===== config.mk =====
export PLATFORM = sky130hd
export DESIGN_NAME = ula
export DESIGN_NICKNAME = d
export VERILOG_FILES = /design/src/rtl/ula_pkg.sv /design/src/rtl/ula_divider.sv /design/src/rtl/ula.sv
export SDC_FILE = /design/constraint.sdc
export NUM_CORES = 1
export LEC_CHECK = 0
export ABC_CLOCK_PERIOD_IN_PS = 800
export CORE_ASPECT_RATIO = 1.75
export CORE_MARGIN = 2
export CORE_UTILIZATION = 40
export CTS_BUF_LIST = sky130_fd_sc_hd__clkbuf_4 sky130_fd_sc_hd__clkbuf_8 sky130_fd_sc_hd__clkbuf_16
export CTS_CLUSTER_SIZE = 14
export DETAILED_ROUTE_END_ITERATION = 10
export RECOVER_POWER = 25
export SYNTH_ARGS = -nofsm -noshare
export SYNTH_HDL_FRONTEND = slang
export SYNTH_SLANG_ARGS = --single-unit

===== constraint.sdc =====
create_clock -name clk -period 0.8 [get_ports clk]
set_input_delay 0.24 -clock clk [delete_from_list [all_inputs] [get_ports clk]]
set_output_delay 0.24 -clock clk [all_outputs]
set_load 0.02 [all_outputs]

===== src/rtl/ula_pkg.sv =====
`default_nettype none
// ============================================================================
// Module  : ula_pkg
// Brief   : Opcode encodings and default operand width for the ula ALU.
// Revision: 1.0
// ============================================================================
package ula_pkg;

  localparam int ULA_WIDTH = 4;

  localparam logic [3:0] OP_ADD = 4'h0;
  localparam logic [3:0] OP_SUB = 4'h1;
  localparam logic [3:0] OP_MUL = 4'h2;
  localparam logic [3:0] OP_DIV = 4'h3;
  localparam logic [3:0] OP_SHL = 4'h4;
  localparam logic [3:0] OP_SHR = 4'h5;
  localparam logic [3:0] OP_AND = 4'h6;
  localparam logic [3:0] OP_OR  = 4'h7;
  localparam logic [3:0] OP_XOR = 4'h8;
  localparam logic [3:0] OP_NOT = 4'h9;

endpackage
`default_nettype wire


===== src/rtl/ula_divider.sv =====
`default_nettype none
// ============================================================================
// Module  : ula_divider
// Brief   : Combinational restoring divider; quotient is zero for a zero divisor.
// Revision: 1.0
// ============================================================================
module ula_divider
  import ula_pkg::*;
#(
  parameter int WIDTH = ULA_WIDTH
) (
  input  logic [WIDTH-1:0] dividend,
  input  logic [WIDTH-1:0] divisor,
  output logic [WIDTH-1:0] quotient,
  output logic [WIDTH-1:0] remainder
);

  logic [WIDTH-1:0] w_rem [0:WIDTH];
  logic [WIDTH-1:0] w_q;

  assign w_rem[0] = '0;

  generate
    for (genvar i = 0; i < WIDTH; i++) begin : g_stage
      logic [WIDTH:0]   w_shift;
      logic [WIDTH-1:0] w_sub;
      logic             w_ge;

      assign w_shift = {w_rem[i], dividend[WIDTH-1-i]};
      assign w_ge    = (w_shift >= {1'b0, divisor});
      // When the subtraction is taken the true result is below the divisor,
      // so the low WIDTH bits of the difference are exact.
      assign w_sub   = w_shift[WIDTH-1:0] - divisor;

      assign w_rem[i+1]        = w_ge ? w_sub : w_shift[WIDTH-1:0];
      assign w_q[WIDTH-1-i]    = w_ge;
    end
  endgenerate

  assign quotient  = (divisor == '0) ? '0 : w_q;
  assign remainder = w_rem[WIDTH];

endmodule
`default_nettype wire


===== src/rtl/ula.sv =====
`default_nettype none
// ============================================================================
// Module  : ula
// Brief   : Opcode-selected ALU on two unsigned operands, one-cycle registered result.
// Revision: 1.0
// ============================================================================
module ula
  import ula_pkg::*;
#(
  parameter int WIDTH = ULA_WIDTH
) (
  input  logic                 clk,
  input  logic                 rst_n,
  input  logic [3:0]           switchs,
  input  logic [WIDTH-1:0]     A,
  input  logic [WIDTH-1:0]     B,
  output logic [2*WIDTH-1:0]   saida
);

  localparam int RW = 2 * WIDTH;

  logic [RW-1:0]    w_a;
  logic [RW-1:0]    w_b;
  logic [RW-1:0]    w_result;
  logic [WIDTH-1:0] w_quot;
  logic [WIDTH-1:0] w_div_rem_unused;
  logic [RW-1:0]    r_saida;

  assign w_a = {{WIDTH{1'b0}}, A};
  assign w_b = {{WIDTH{1'b0}}, B};

  ula_divider #(
    .WIDTH(WIDTH)
  ) u_divider (
    .dividend  (A),
    .divisor   (B),
    .quotient  (w_quot),
    .remainder (w_div_rem_unused)
  );

  // Reserved opcodes fall through to zero so the output is always defined.
  always_comb begin
    w_result = '0;
    case (switchs)
      OP_ADD: w_result = w_a + w_b;
      OP_SUB: w_result = w_a - w_b;
      OP_MUL: w_result = w_a * w_b;
      OP_DIV: w_result = {{WIDTH{1'b0}}, w_quot};
      OP_SHL: w_result = {{WIDTH{1'b0}}, A[WIDTH-2:0], 1'b0};
      OP_SHR: w_result = {{WIDTH{1'b0}}, 1'b0, A[WIDTH-1:1]};
      OP_AND: w_result = {{WIDTH{1'b0}}, A & B};
      OP_OR:  w_result = {{WIDTH{1'b0}}, A | B};
      OP_XOR: w_result = {{WIDTH{1'b0}}, A ^ B};
      OP_NOT: w_result = {{WIDTH{1'b0}}, ~A};
      default: w_result = '0;
    endcase
  end

  always_ff @(posedge clk or negedge rst_n) begin
    if (!rst_n) begin
      r_saida <= '0;
    end else begin
      r_saida <= w_result;
    end
  end

  assign saida = r_saida;

endmodule
`default_nettype wire


# --- After elaboration in Yosys (flattened, before gate mapping) ---
# Cells that the tools add are included.
classes:
  n_mul: 1
  n_mux: 5
  n_addsub: 5
  n_bitwise: 4
  reduce_logical: 2
  magnitude_cmp: 4
  eq_ne: 9
ops:
  columns: ["cell", "count"]
  rows:
  - ["$pmux W8 S10", 1]
  - ["$eq A4 B3 Y1 const B", 4]
  - ["$mux W4", 4]
  - ["$ge A5 B4 Y1", 3]
  - ["$eq A4 B2 Y1 const B", 2]
  - ["$eq A4 B4 Y1 const B", 2]
  - ["$logic_not A4 Y1", 2]
  - ["$mul A4 B4 Y8", 1]
  - ["$sub A4 B4 Y4", 2]
  - ["$add A4 B4 Y5", 1]
  - ["$sub A4 B4 Y5", 1]
  - ["$and A4 B4 Y4", 1]
  - ["$eq A4 B1 Y1 const B", 1]
  - ["$ge A1 B4 Y1", 1]
  - ["$not A4 Y4", 1]
  - ["$or A4 B4 Y4", 1]
  - ["$sub A1 B4 Y4", 1]
  - ["$xor A4 B4 Y4", 1]
totals:
  inputBits: 14
  output_inout_bits: 8
  register_bits: 8

# --- Depth between registers and ports, before layout ---
logic_depth:
  ltp_word: 9
  mapped_depth: 27
  mapped_depth_nobuf: 27

# --- By module ---
# Synthesis repeated with hierarchy kept, for this count alone.
hier_totals:
  cells_unflattened: 244
  area_unflattened_um2: 2079.5
modules_own_cells:
  columns: ["module", "cells_each", "instances", "area_each_um2"]
  rows:
  - ["ula", 156, 1, 1361.3]
  - ["ula_divider", 88, 1, 718.2]

# --- Worst setup path before layout ---
# OpenSTA, ideal clock, no wires.
synth_timing:
  path_kind: "in2reg"
  from: "input A[3]"
  to: "register r_saida[0] (netlist: saida[0])"
  cell_stages: 27
  path_buffers: 0
  path_slack_ns: -3.774
  required_time_ns: 0.677
  arrival_time_ns: 4.451
  cell_sequence: "inv_1 > ha_1 > inv_1 > ha_1 > o21ai_0 > nor2_1 > a21oi_1 > inv_1 > ha_1 > a21oi_2 > o21ai_2 > a221oi_4 > mux2_2 > inv_1 > ha_1 > a21oi_1 > o21ai_0 > a21oi_1 > nand2_1 > mux2i_1 > ha_1 > a21boi_0 > o21ai_0 > o2bb2ai_1 > o211ai_1 > a21oi_1 > a211oi_2"
synth_via:
  elab_chain_cells: 9
synth_rtl:
  columns: ["element", "line_no", "source"]
  rows:
  - ["start, declared", "ula.sv:15", "input logic [WIDTH-1:0] A,"]
  - ["$sub A1 B4 Y4 / $ge A1 B4 Y1 (equally long branches)", "ula_divider.sv:33, ula_divider.sv:30", null]
  - ["$mux W4 *", "ula_divider.sv:35", "assign w_rem[i+1] = w_ge ? w_sub : w_shift[WIDTH-1:0];"]
  - ["$sub A4 B4 Y4 / $ge A5 B4 Y1 (equally long branches)", "ula_divider.sv:33, ula_divider.sv:30", null]
  - ["$mux W4 *", "ula_divider.sv:35", null]
  - ["$sub A4 B4 Y4 / $ge A5 B4 Y1 (equally long branches)", "ula_divider.sv:33, ula_divider.sv:30", null]
  - ["$mux W4 *", "ula_divider.sv:35", null]
  - ["$ge A5 B4 Y1 *", "ula_divider.sv:30", "assign w_ge = (w_shift >= {1'b0, divisor});"]
  - ["$mux W4 *", "ula_divider.sv:40", "assign quotient = (divisor == '0) ? '0 : w_q;"]
  - ["$pmux W8 S10 *", "ula.sv:44", "case (switchs)"]
  - ["net w_result[0]", "ula.sv:24", "logic [RW-1:0] w_result;"]
  - ["end signal, assigned", "ula.sv:63", "r_saida <= w_result;"]
  - ["end, declared", "ula.sv:27", "logic [RW-1:0] r_saida;"]
# The timed path passes the listed nets; every way through them passes the cells marked *.

# --- Worst setup path after layout ---
# Ends and elaborated chain as after synthesis.

==> out/results.ini <==
[outcome]
status = complete, but fails checks
violations = setup timing

[final_layout]
largest_register_ffs = 8
syn2layout_area_growth_pct = 72.05
fin_area_mm2 = 0.003358
nNetsFinal = 409
drive_gt1_share_pct = 50.14
final_cells = 397
diodes = 0
utilization_pct = 71.35

[synth]
synth_cell_types = 57
ys_seq_elements = 8
synthFlopType = dfrtp_1
synthCells = 231
synth_area_leaders = ha_1, dfrtp_1, fa_1
yosysSeqAreaShare_pct = 10.26
synth-edff-count = 0
avgSynthCellArea_um2 = 8.450
ys_async_sr_fraction_pct = 100.0
syn_area_mm2 = 0.001952
synth_warnings = 0
yosysTopAreaCell = ha_1
synth_nets = 293
synth_top_area_share_pct = 25.64

[power_and_ir_drop]
ir_worst_vdd_uv = 1137
powerDensity_mw_per_mm2 = 1080
power_leakage_nw = 1.631

[setup_path]
max_stage_delay_ns = 0.35
crit_fanout = 4
cpMostUsedCell = ha_4
crit_path_end_kind = flop
required_ns = 0.91
critPathKind = in -> reg
cp_data_arrival_time_ns = 4.22
worst_path_max_delay_cell = mux2_4
critPathLaunchType = input port
path_buf_inv = 5
cp_top_family = compound AO/OA/AOI/OAI gates

[global_routing]
grt-ovfl-total = 0
track_usage_pct = 23.53
grt_max_degree = 23
antenna_found_initial = 0
grt_pass1_wl_um = 9984
grt_pass1_vias = 2194

[cts]
cts_tree = yes
clk_pin_slew_worst_paths_ns = 0.04
cts_made_buffers = 3
cts.sinks = 8
cts_hold_buf = 0
cts.path.max_buffers = 2
cts.htree.levels = 1
cts-root-buf = clkbuf_8

[floorplanning]
start_util_pct = 41.47
fp.dieArea_mm2 = 0.005477
rows = 33
pin_count = 22
core_area_mm2 = 0.004707
die_w_um = 56.81
die_h_um = 96.41

[timing]
drv_slew = 0
slew_headroom_pct = 74.43
worst_pin_slew_ns = 0.3739
fmax_ghz = 0.2435
post-route-period-util_pct = 513.3
setup_ws_ns = -3.306
rsz0062_at_grt = yes
setup_viol = 16
fin_crit_ns = 4.106
hold_violations = 0

[detailed_routing]
drt_wl_total_um = 6173
drt-initial-drc-count = 57
drc = 0
ant_nets = 0
dr_total_vias = 2089
dr.pass1.iters = 4
wire_per_inst_um = 15.55
via_per_inst = 5.262

[placed_design]
dpl-instance-area_mm2 = 0.003020
place_congestion = 0.8516
io_buffer_count = 21
dp_hpwl_um = 4978
dpl.cell_count = 380

[flow_run]
maxCapViolCount = 0

[min_path]
hp-class = in -> async

==> area by class of cell <==
| type | instances | area (um2) |
|---|---|---|
| timing repair buffer | 117 | 1007 |
| fill | 380 | 1349 |
| sequential | 8 | 200.2 |
| multi-input combinational | 187 | 1917 |
| clock buffer | 3 | 41.29 |
| inverter | 30 | 127.6 |
| tap | 52 | 65.06 |
==> what timing repair did <==
action | CTS | global route
resized for setup | 99 | 19
pin swaps | 22 | 28
setup buffers | 6 | 9
setup endpoints to repair | 16 | 16
==> worst max-delay path by stage <==
stage,start,endpoint,slack [ns],depth (start not counted)
after floorplan,A[3],saida[0],-3.28,24
after global placement,A[3],saida[0],-3.91,26
after detailed placement,A[3],saida[0],-4.00,26
after CTS,A[3],saida[0],-3.39,28
after global routing,A[3],saida[0],-3.53,26
final,A[3],saida[0],-3.31,26
==> metal layers <==
layer  wire, um  GRT usage, %  vias to the layer above
met2       3754         49.90                       33
met5          0             0                        -
met3         77         1.065                       14
met1       2211         23.05                      992
li1           -             -                     1050
met4        130         9.109                        0
==> synth_stat cells (2+ instances only) <==
library cell / instances
a21o_1: 5
a221oi_1: 2
nor3b_1: 3
nand2b_1: 3
o21ai_0: 10
mux2i_1: 6
xnor2_1: 7
nor2b_1: 3
mux2_4: 2
buf_2: 2
ha_1: 40
inv_2: 2
nor2_1: 18
inv_1: 28
nand2_1: 14
a21boi_0: 2
a31oi_1: 4
mux2_2: 2
nand3b_1: 2
clkbuf_1: 3
and2_1: 2
dfrtp_1: 8
nor4_1: 2
o221ai_1: 2
fa_1: 8
a21oi_1: 16
nor3_1: 5
==> power by group <==
| part | total (W) | switching [W] | internal [W] |
|---|---|---|---|
| logic | 0.00268 | 0.00120 | 0.00148 |
| registers | 0.000464 | 0.0000175 | 0.000447 |
| clock network | 0.000480 | 0.000155 | 0.000326 |
==> per-stage QoR <==
step           TNS, ns  worst slack, ns  hold slack [ns]  total power [W]
5_1_grt         -19.27           -3.530           0.4323         0.003904
3_3_place_gp    -24.07           -3.905           0.5745         0.002727
3_5_place_dp    -24.48           -4.001           0.5750         0.002781
4_1_cts         -18.48           -3.387           0.3308         0.003437
6_report        -18.34           -3.306           0.3914         0.003628
2_1_floorplan   -14.34           -3.278         -0.05559         0.001780
==> cell usage in the layout, fill, tap and decap left out, drive strengths merged, types with 5 or more instances in the layout <==
cell	synthesis	routed
nand2	14	14
o21ai	11	11
inv	30	30
a21o	5	5
nor2	19	19
fa	8	8
buf	3	107
nor3	5	5
ha	40	40
dfrtp	8	8
mux2i	6	6
xnor2	7	7
a21oi	17	17
==> kinds of logic (layout without fill, tap and decap cells) <==
family,count (synthesis),after routing,synth area share (%)
fa+ha+maj,48,48,33.85
mux,11,11,6.923
simple gates,62,62,16.73
xor+xnor,7,7,3.141
compound gates,59,59,22.05
buf+inv,36,150,7.051
flops,8,8,10.26
Power figures use the tool's default switching activity.
==> variant 1, RTL diff (same settings) <==
Remove the case item `OP_SUB` of the case on `switchs`.
--- a/src/rtl/ula.sv
+++ b/src/rtl/ula.sv
@@ -45,3 +45,2 @@
       OP_ADD: w_result = w_a + w_b;
-      OP_SUB: w_result = w_a - w_b;
       OP_MUL: w_result = w_a * w_b;
Check against the original RTL: not equivalent (Yosys sat finds a counterexample within 4 cycles, from zero or initial values and one cycle with rst_n low).
==> variant 1 against the original RTL <==
  * The flow still finishes with violations (negative setup slack)
  * Global-route usage increased by 4.8 points
  * Synthesized area fell by 12%
  * Total power fell by 1.2%
  * Routed wire length grew 1.2%
  * Worst setup slack lost 400 ps
  * Sequential cell count did not move
  * Final area shrank 8.5%
  * Non-clock buffer count unchanged
  * Critical endpoint unchanged
==> variant 1: results (changes against the original RTL) <==
- Final setup TNS: -18,110 ps (+232 ps)
- Dpl cell area: 0.00275 mm^2 (-9.0%)
- Post-synth top cells: 36 x ha_1, 26 x inv_1, 20 x nor2_1
- Met2 Resource Use GR: 0.542 (+0.0432)
- Global routing usage on met3: 0.0199 (+0.00922)
- Synth Net Count: 268 (-8.5%)
- Drt pass-1 iters: 6 (+2)
- Final Setup Violations: 16 (unchanged)
- Adder-cell share of the synthesized area: 0.343 (+0.00406)
- DP Wirelength: 5190 um (+4.3%)
- Failing checks: negative setup slack
- Total Nets Final: 385 (-5.9%)
- Total vias in the final route: 1,997 (-4.4%)
- Top area cells in the synthesized netlist: ha_1 26%, dfrtp_1 12%, fa_1 8.1%
- Vias in the first global route: 2,262 (+3.1%)
- Cells after Synth: 211 (-8.7%)
- Post-synthesis mux area share: 0.0486 (-0.0206)
- Leak pwr: 1.53 nW (-6.4%)
- Maximum VDD drop: 1.01 mV (-12%)
- Post-synthesis xor/xnor area fraction: 0.0406 (+0.00923)
- CP Max Fanout: 3 (-1)
- Max-slew headroom: 0.792 (+0.0480)
- WHS: 366 ps (-25.5 ps)
- WL met3: 131 um (+70%)
- Status: finished, violations left
- Total GRT Usage: 0.283 (+0.0476)
- Place WS: -4590 ps (-593 ps)
- PnR worst setup slack: -3710 ps (-405 ps)
## variant 1: cell types whose count changed after synthesis, sizes merged, moves of 3 or more
cell and delta:
and2 -3, ha -4, xor2 +3, nand2b -3, inv -4, nor3 -3
## variant 1: worst max path at each step
| stage | from | endpoint | slack (ps) | depth (start not counted) |
|---|---|---|---|---|
| floorplan | B[0] | saida[0] | -3830 | 25 |
| global placement | A[3] | saida[0] | -4370 | 28 |
| detailed placement | A[3] | saida[0] | -4590 | 28 |
| CTS | A[3] | saida[0] | -3850 | 29 |
| global route | A[3] | saida[0] | -3910 | 28 |
| finish | A[3] | saida[0] | -3710 | 28 |
## variant 1: timing repair
| action | in CTS | in global routing |
|---|---|---|
| endpoints found under the setup margin | 16 | 16 |
| resized for setup | 92 | 33 |
| pin swaps | 30 | 28 |
| setup buffers | 9 | 9 |
## variant 1: worst max-delay path, stage by stage
cell       delay (ps)
buf_12            110
inv_12             40
ha_4              190
nor2b_4           130
o21ai_4           170
nor2_2             60
a21oi_2           140
inv_2              70
ha_4              180
nor3b_4           230
o21ai_2            70
a221o_2           410
mux2_4            320
inv_2              60
ha_4              190
o21ai_2            60
a21oi_2            70
a311o_1           300
buf_4             150
buf_6             110
a21oi_4           140
mux2i_1           230
ha_1              270
o21ai_2            70
a21oi_2            70
or2_4             260
a2111oi_4         190
a211oi_1           70
## variant 1: cell type report
type	count	area, um^2	area share
Timing Repair Buffer	117	966	0.314
Clock buffer	3	41.3	0.0134
Inverter	26	113	0.0366
Tap cell	49	61.3	0.0200
Sequential cell	8	200	0.0651
Multi-Input combinational cell	172	1690	0.550
## variant 1: where the power goes
group,internal [mW],switching (mW),total (mW)
sequential,0.442,0.0183,0.460
clock,0.326,0.163,0.490
combinational,1.44,1.20,2.63
total,2.21,1.38,3.58
==> variant 2, RTL diff (config.mk and constraints unchanged) <==
Without the edit above. `ULA_WIDTH`: 4 -> 6.
--- a/src/rtl/ula_pkg.sv
+++ b/src/rtl/ula_pkg.sv
@@ -8,3 +8,3 @@
 
-  localparam int ULA_WIDTH = 4;
+  localparam int ULA_WIDTH = 6;
 
Interface: changed (resized A, B and saida); port bits go from 22 to 30. The function was not compared with the original's and may differ.
==> variant 2 against the original RTL <==
  * The flow still finishes with violations (negative setup slack)
  * Sequential share of layout area decreased by 1.4 points
  * Total power grew to 3.0 times the old value
  * Synthesized area is 100% higher
  * Worst setup slack worse by 4300 ps
  * Routed wire length grew to 2.5 times the old value
  * Non-clock buffer count is 124 higher
  * Sequential cell count increased by 4
  * Final area increased by 97%
  * Largest cell class unchanged
==> variant 2: results (changes against the original RTL) <==
- PnR worst setup slack: -7560 ps (-4250 ps)
- Failing checks: negative setup slack
- Iter 0 DRT Violations: 159 (+180%)
- Synth Net Count: 601 (+110%)
- NetSw: 4.43 mW (+220%)
- Post-synthesis cell type count: 61 (+7.0%)
- Cells after Synth: 486 (+110%)
- Layout cells sized above 1: 0.454 (-0.0472)
- Number of port buffers: 29 (+38%)
- Max FFs per register: 12 (+4)
- CTS Root Cell: clkbuf_16
- Status: finished, violations left
- Leak pwr: 3.26 nW (+100%)
- Place WS: -8580 ps (-4580 ps)
- Via-to-Cell Ratio: 5.39 (+2.4%)
- Post-synth top cells: 74 x ha_1, 65 x inv_1, 43 x nor2_1
- CP peak stage delay: 530 ps (+180 ps)
- Logic power comb: 9.21 mW (+240%)
- Routability cong.: 0.930 (+9.2%)
- Maximum VDD drop: 1.45 mV (+27%)
- Clk pwr share: 0.093 (-0.039)
- Total GRT Usage: 0.292 (+0.0571)
- CP max stage cell: or4_4
- Dpl cell area: 0.00574 mm^2 (+90%)
- DP Wirelength: 12,200 um (+140%)
- Crit path DAT: 8470 ps (+4250 ps)
- Total Wirelength: 15,500 um (+150%)
- Vias in the first global route: 4,848 (+120%)
- Max-slew headroom: 0.367 (-0.377)
- Final max-slew violation count: 0 (unchanged)
- Final Setup Violations: 24 (+8)
- First-pass GRT wire length: 23,800 um (+140%)
- Total vias in the final route: 4,548 (+120%)
- Largest net degree at the start of global routing: 14 (-39%)
- Tot Pwr: 11.0 mW (+200%)
- Sequential fraction of the synthesis area: 0.0771 (-0.0255)
- Final setup TNS: -46,240 ps (-27,900 ps)
-- variant 2: cell count changes after synthesis, moves of 8 or more --
cell / delta
nor2_1: +25
nor2b_1: +8
ha_1: +34
inv_1: +37
xor2_1: +8
o21ai_0: +23
mux2_2: +8
fa_1: +15
a21oi_1: +11
nand2_1: +28
-- variant 2: layer usage --
| layer | up-vias | global-route usage | share of wire |
|---|---|---|---|
| met2 | 131 | 0.591 | 0.57 |
| li1 | 2186 | - | - |
| met5 | - | 0 | 0 |
| met1 | 2172 | 0.281 | 0.33 |
| met4 | 0 | 0.173 | 0.072 |
| met3 | 59 | 0.0107 | 0.028 |
-- variant 2: logic make-up after synthesis --
| kind of cell | count (synthesis) | share of synthesized area |
|---|---|---|
| flip-flops | 12 | 0.0771 |
| multiplexers | 19 | 0.0533 |
| AND/OR/NAND/NOR | 135 | 0.163 |
| XOR/XNOR | 19 | 0.0427 |
| AO/OA/AOI/OAI | 130 | 0.237 |
| buffers and inverters | 74 | 0.0713 |
| adder cells (fa/ha/maj) | 97 | 0.356 |
-- variant 2: area by class of cell --
type / instances / area [um^2]
clock buffers: 4 / 88.8
fillers: 779 / 2840
inverters: 65 / 250
multi-input cells: 400 / 3790
flip-flops and latches: 12 / 300
well taps: 122 / 153
repair buffers: 241 / 2050
-- variant 2: timing repair --
item | 4_1_cts | 5_1_grt
buffers inserted | 18 | 27
pin swaps | 41 | 13
endpoints found under the setup margin | 24 | 24
resized for setup | 184 | 38
-- variant 2: worst paths after layout --
kind | start | to | slack [ps] | depth (start not counted)
worst max-delay path | B[2] | saida[1] | -7560 | 46
worst min-delay path | rst_n | saida[8] | 320 | 2
max in group asynchronous | rst_n | saida[0] | 130 | 2
min in group clk | B[5] | saida[1] | 620 | 5
